## src/rtl/ark_round_stage.sv

```systemverilog
// ark_round_stage
//   One AddRoundKey stage: XORs a state word with a round key, tags the
//   result with its round index and holds it in a small FIFO output buffer.
//
//   Parameters
//     DATA_WIDTH : bits per state-matrix cell (state word is 16*DATA_WIDTH)
//     NUM_ROUNDS : index of the final round (10, 12 or 14)
//     BUF_DEPTH  : output buffer entries (1 or 2)
//
//   Ports
//     clk        : clock, rising edge
//     rst        : asynchronous active-high reset
//     ip_data    : state word, MSB is the MSB of cell [0][0]
//     ip_key     : round key, same packing as ip_data
//     in_first   : beat is round 0 of a new block
//     in_valid   : input beat presented
//     in_ready   : stage accepts a beat this cycle
//     out        : XOR result of the head entry as out[row][col]
//     out_round  : round index of the head entry
//     out_last   : head entry carries round NUM_ROUNDS
//     out_valid  : head entry is valid
//     out_ready  : downstream consumes the head entry
//     seq_err    : sticky round-sequencing error
module ark_round_stage #(
    parameter int DATA_WIDTH = 8,
    parameter int NUM_ROUNDS = 10,
    parameter int BUF_DEPTH  = 2
) (
    input  logic                               clk,
    input  logic                               rst,
    input  logic [16*DATA_WIDTH-1:0]           ip_data,
    input  logic [16*DATA_WIDTH-1:0]           ip_key,
    input  logic                               in_first,
    input  logic                               in_valid,
    output logic                               in_ready,
    output logic [0:3][0:3][DATA_WIDTH-1:0]    out,
    output logic [3:0]                         out_round,
    output logic                               out_last,
    output logic                               out_valid,
    input  logic                               out_ready,
    output logic                               seq_err
);
    localparam int SW = 16 * DATA_WIDTH;

    // Buffer entries; entry 0 is always the head (shift-down FIFO), so the
    // outputs come straight from registers and stay stable under stall.
    logic [SW-1:0] data_reg  [BUF_DEPTH];
    logic [3:0]    tag_reg   [BUF_DEPTH];
    logic [SW-1:0] shift_data[BUF_DEPTH];
    logic [3:0]    shift_tag [BUF_DEPTH];

    logic [1:0] count_reg;
    logic [3:0] rnd_reg;
    logic [3:0] rnd_next;
    logic [3:0] tag_next;
    logic       err_next;
    logic       seq_err_reg;
    logic       live_reg;
    logic       push;
    logic       pop;
    logic [1:0] wr_idx;

    // Handshake. live_reg keeps in_ready low until the first edge after
    // reset is released.
    assign out_valid = (count_reg != 2'd0);
    assign pop       = out_valid && out_ready;
    assign in_ready  = live_reg && ((count_reg < 2'(BUF_DEPTH)) || pop);
    assign push      = in_valid && in_ready;
    // On a simultaneous pop the entries move down one slot first, so the
    // new beat lands one position lower.
    assign wr_idx    = count_reg - {1'b0, pop};

    // Source of each entry when the buffer shifts down; the top entry has
    // no upper neighbour and simply keeps its (now stale) contents.
    for (genvar gi = 0; gi < BUF_DEPTH; gi++) begin : g_shift
        if (gi < BUF_DEPTH - 1) begin : g_mid
            assign shift_data[gi] = data_reg[gi+1];
            assign shift_tag[gi]  = tag_reg[gi+1];
        end else begin : g_top
            assign shift_data[gi] = data_reg[gi];
            assign shift_tag[gi]  = tag_reg[gi];
        end
    end

    // Round tagging of the beat being offered.
    always_comb begin
        tag_next = 4'd0;
        rnd_next = 4'd1;
        err_next = 1'b0;
        if (in_first) begin
            // A restart while a block is still in progress is an error,
            // but the beat still starts a fresh block.
            err_next = (rnd_reg != 4'd0);
        end else if (rnd_reg == 4'd0) begin
            // Block should have started with in_first; treat as round 0.
            err_next = 1'b1;
        end else begin
            tag_next = rnd_reg;
            rnd_next = (rnd_reg == 4'(NUM_ROUNDS)) ? 4'd0 : rnd_reg + 4'd1;
        end
    end

    always_ff @(posedge clk or posedge rst) begin
        if (rst) begin
            live_reg    <= 1'b0;
            count_reg   <= 2'd0;
            rnd_reg     <= 4'd0;
            seq_err_reg <= 1'b0;
        end else begin
            live_reg  <= 1'b1;
            count_reg <= count_reg + {1'b0, push} - {1'b0, pop};
            if (push) begin
                rnd_reg <= rnd_next;
                if (err_next) begin
                    seq_err_reg <= 1'b1;
                end
            end
        end
    end

    always_ff @(posedge clk or posedge rst) begin
        if (rst) begin
            for (int i = 0; i < BUF_DEPTH; i++) begin
                data_reg[i] <= '0;
                tag_reg[i]  <= 4'd0;
            end
        end else begin
            for (int i = 0; i < BUF_DEPTH; i++) begin
                if (push && wr_idx == 2'(i)) begin
                    data_reg[i] <= ip_data ^ ip_key;
                    tag_reg[i]  <= tag_next;
                end else if (pop) begin
                    data_reg[i] <= shift_data[i];
                    tag_reg[i]  <= shift_tag[i];
                end
            end
        end
    end

    // Column-major unpacking of the head word into the row/column matrix:
    // cell [row][col] is the (4*col+row)-th cell counted from the MSB.
    for (genvar gi = 0; gi < 4; gi++) begin : g_col
        for (genvar gj = 0; gj < 4; gj++) begin : g_row
            assign out[gj][gi] =
                data_reg[0][SW-1-4*DATA_WIDTH*gi-DATA_WIDTH*gj -: DATA_WIDTH];
        end
    end

    assign out_round = tag_reg[0];
    assign out_last  = (tag_reg[0] == 4'(NUM_ROUNDS));
    assign seq_err   = seq_err_reg;

endmodule

```

## config.mk

```make
export PLATFORM = sky130hd
export DESIGN_NAME = ark_round_stage
export DESIGN_NICKNAME = d
export VERILOG_FILES = /design/src/rtl/ark_round_stage.sv
export SDC_FILE = /design/constraint.sdc
export NUM_CORES = 1
export LEC_CHECK = 0
export BUFFER_PORTS_ARGS = -buffer_cell sky130_fd_sc_hd__buf_4
export CAP_MARGIN = 40
export CORE_ASPECT_RATIO = 0.7
export CORE_MARGIN = 2
export CORE_UTILIZATION = 30
export DETAILED_ROUTE_END_ITERATION = 12
export PLACE_DENSITY_LB_ADDON = 0.1
export SLEW_MARGIN = 5
export SYNTH_ARGS = -nofsm -noshare
export SYNTH_HDL_FRONTEND = slang
export SYNTH_SLANG_ARGS = --single-unit
```

## constraint.sdc

```tcl
create_clock -name clk -period 29.7 [get_ports clk]
set_input_delay 7.425 -clock clk [delete_from_list [all_inputs] [get_ports clk]]
set_output_delay 7.425 -clock clk [all_outputs]
set_load 0.01 [all_outputs]
```

==> summary.md <==
| Metric | Value |
|---|---|
| Worst Hold Slack | `463 ps` |
| Count of cell types in the netlist | `38` |
| Vias in the first global route | `9,723` |
| Worst setup EP type | `output port` |
| YS warnings | `0` |
| Largest net degree at the start of global routing | `103` |
| CP Launch Type | `input pin` |
| Layout cells sized above 1 | `35.1%` |
| Total CTS buffers | `31` |
| ANT nets after route | `0` |
| Grt ovf | `0` |
| Reg2reg setup slack | `24,980 ps` |
| Clock latency on the worst-skew pair | `560 ps` |
| Fin Clk Skew | `12.4 ps` |
| Minimum clock period after layout | `15,520 ps` |
| Final core utilization | `38.2%` |
| Die W | `262 um` |
| Final nets | `1,751` |
| Post-route DRC | `0` |
| Kind of critical path | `input pin to output port` |
| Gr usage total | `14.8%` |
| P_sw | `0.582 mW` |
| Setup tns final | `0 ps` |
| Initial antenna violation count | `0` |
| Synth Instances | `1,238` |
| Avg WL per Cell | `17.1 um` |
| Worst R2R End | `out_round[0]` |
| Largest fanout on the critical path | `4` |
| Die H | `185 um` |
| Worst Hold Launch | `seq_err` |
| Leakage | `8.50 nW` |
| CTS Hold Bufs | `0` |
| Internal | `1.12 mW` |
| Sequential area share after synthesis | `48.6%` |
| CTS tree | `done` |
| Worst Hold Path Cells | `1` |
| Total power | `1.70 mW` |
| Reg2reg path depth | `9` |
| Peak Freq | `64.4 MHz` |
| Clock transition at path regs | `60 ps` |
| Reg power frac | `38.5%` |
| HP Class | `register to register` |
| Sw frac | `34.3%` |
| Clk sinks | `272` |
| PortBufs | `396` |
| Vias per cell | `4.45` |
| Mapped Area | `14,000 um^2` |
| Maximum vdd ir drop | `0.0000432 V` |
| Core ar. | `46,200 um^2` |
| First-pass GRT wire length | `57,300 um` |
| Die Area | `48,400 um^2` |
| Required time worst endpoint | `22,270 ps` |
| Status | `complete, no violations` |
| Area delta synth->final | `26.3%` |
| Final setup vio count | `0` |
| N_diodes | `0` |
| RSZ-0062 raised after global routing | `false` |
| H-Tree Depth | `1` |
| Initial Util | `30.3%` |
| Vias | `9,435` |
| Tcrit/Tclk final | `52.3%` |
| Syn_nets | `1,505` |
| Number of buffers added for setup after CTS | `0` |
| Post-Route WL | `36,300 um` |
| Post-Syn Area per Cell | `11.3 um^2` |
| Comb pwr share | `37.9%` |
| Hold Path End | `seq_err` |
| IO Pins | `397` |
| Post_cts resized | `0` |
| CP Data Arrival Time | `8090 ps` |
| Max_slew headroom | `43.0%` |
| Post-DP HPWL | `23,500 um` |
| Fin. max-slew vios | `0` |
| Fill cells | `4,570` |
| DRT Pass-1 Iters | `4` |
| Clock share of power | `23.6%` |
| Non-Filler Instances | `2,118` |
| Root Buffer | `clkbuf_16` |
| CTS Buffer Depth | `3` |
| Cells after DPL | `2,063` |
| Site row count | `66` |
| Register bit total from synthesis | `272` |
| Final Hold Vio Count | `0` |
| Max-cap viol count | `0` |
| Pwr/cell area | `96.0 nW/um^2` |
| GP Congestion | `0.703` |
| Slew @ Worst Pin | `854 ps` |
| Initial drt markers | `333` |
| Critical R2R Launch | `count_reg[1]` |
-- stage by stage --
| stage | worst slack [ps] | cell area [um^2] |
|---|---|---|
| 4_1_cts | 14170 | 17700 |
| 2_1_floorplan | 14500 | 14000 |
| 3_5_place_dp | 14180 | 16600 |
| 3_3_place_gp | 14180 | 16600 |
| 6_report | 14180 | 17700 |
| 5_1_grt | 14160 | 17700 |
-- routing by layer --
layer  track usage [%]  vias up  share of wire [%]  wire, um
met5                 0        -                  0         0
met4              3.14        0                1.9       684
met3              3.34       42                5.2      1900
met2              24.8      218                 48     17600
met1              19.7     4625                 44     16100
li1                  -     4550                  -         -
-- synth_stat cells --
cell / number / area share [%]
nand2b_1: 5 / 0.22
xnor2_1: 76 / 4.8
o21ai_1: 1 / 0.036
dfrtp_1: 272 / 49
nor4bb_1: 1 / 0.071
nand2_1: 111 / 3.0
o311a_1: 1 / 0.071
buf_4: 137 / 7.3
a21o_1: 3 / 0.16
mux2_2: 58 / 4.7
buf_2: 21 / 0.75
a211oi_1: 55 / 2.9
o2111ai_1: 1 / 0.063
a211oi_2: 1 / 0.089
a21bo_2: 1 / 0.071
o31ai_1: 1 / 0.054
buf_1: 7 / 0.19
nand4_1: 1 / 0.045
nor2_1: 1 / 0.027
nand3b_1: 1 / 0.054
xor2_1: 55 / 3.4
nor3b_1: 2 / 0.11
mux2i_1: 229 / 16
nor3_1: 1 / 0.036
nor2b_1: 3 / 0.13
a21oi_1: 3 / 0.11
o21ai_0: 3 / 0.11
inv_1: 83 / 2.2
a31oi_1: 56 / 2.5
ha_1: 6 / 0.54
and2_1: 2 / 0.089
o211ai_1: 1 / 0.054
conb_1: 1 / 0.027
clkinv_1: 1 / 0.027
clkbuf_1: 33 / 0.88
or2_2: 1 / 0.045
or2_1: 1 / 0.045
nand3_1: 2 / 0.071
-- cell usage in the layout, fill, tap and decap left out, drive strengths merged --
cell type	instances
buf	411
dfrtp	272
mux2i	229
nand2	111
inv	86
xnor2	76
mux2	58
a31oi	56
a211oi	56
xor2	55
clkbuf	46
ha	6
nand2b	5
clkinv	4
o21ai	4
nor2b	3
a21oi	3
bufinv	3
a21o	3
nand3	2
or2	2
and2	2
nor3b	2
nor2	1
nor4bb	1
nand3b	1
a21bo	1
o311a	1
o31ai	1
o2111ai	1
nand4	1
o211ai	1
nor3	1
conb	1
-- area by class of cell --
type / count / area, um^2 / area share (%)
clock buffers: 46 / 932 / 5.27
multi-input cells: 684 / 5630 / 31.9
inverters: 84 / 328 / 1.85
repair buffers: 411 / 3090 / 17.5
flip-flops and latches: 272 / 6810 / 38.5
clock inverters: 9 / 128 / 0.722
well taps: 612 / 766 / 4.33
-- logic make-up (layout without fill, tap and decap cells) --
| group | after synthesis | count (layout) | synth area share (%) |
|---|---|---|---|
| mux | 287 | 287 | 21.0 |
| buf+inv | 282 | 550 | 11.4 |
| flops | 272 | 272 | 48.6 |
| simple gates | 132 | 132 | 3.92 |
| xor+xnor | 131 | 131 | 8.19 |
| compound gates | 127 | 127 | 6.26 |
| fa+ha+maj | 6 | 6 | 0.536 |
| other cells | 1 | 1 | 0.0268 |
-- how the worst max path moves through the flow --
stage	start	to	slack (ps)	cells after the start
global placement	out_ready	in_ready	14180	4
global route	out_ready	in_ready	14160	4
finish	out_ready	in_ready	14180	4
CTS	out_ready	in_ready	14170	4
floorplan	out_ready	in_ready	14500	2
detailed placement	out_ready	in_ready	14180	4
-- worst max-delay path, stage by stage --
cell and delay, ps:
buf_4 130, nand2b_1 200, and2_1 190, buf_4 140
-- power groups by stage --
stage	Sequential (mW)	Combinational, mW	Clock (mW)
global placement	0.658	0.651	0
detailed placement	0.661	0.661	0
global route	0.681	0.713	0.435
floorplan	0.630	0.512	0
CTS	0.657	0.662	0.416
finish	0.654	0.644	0.400
Power figures use the tool's default switching activity.
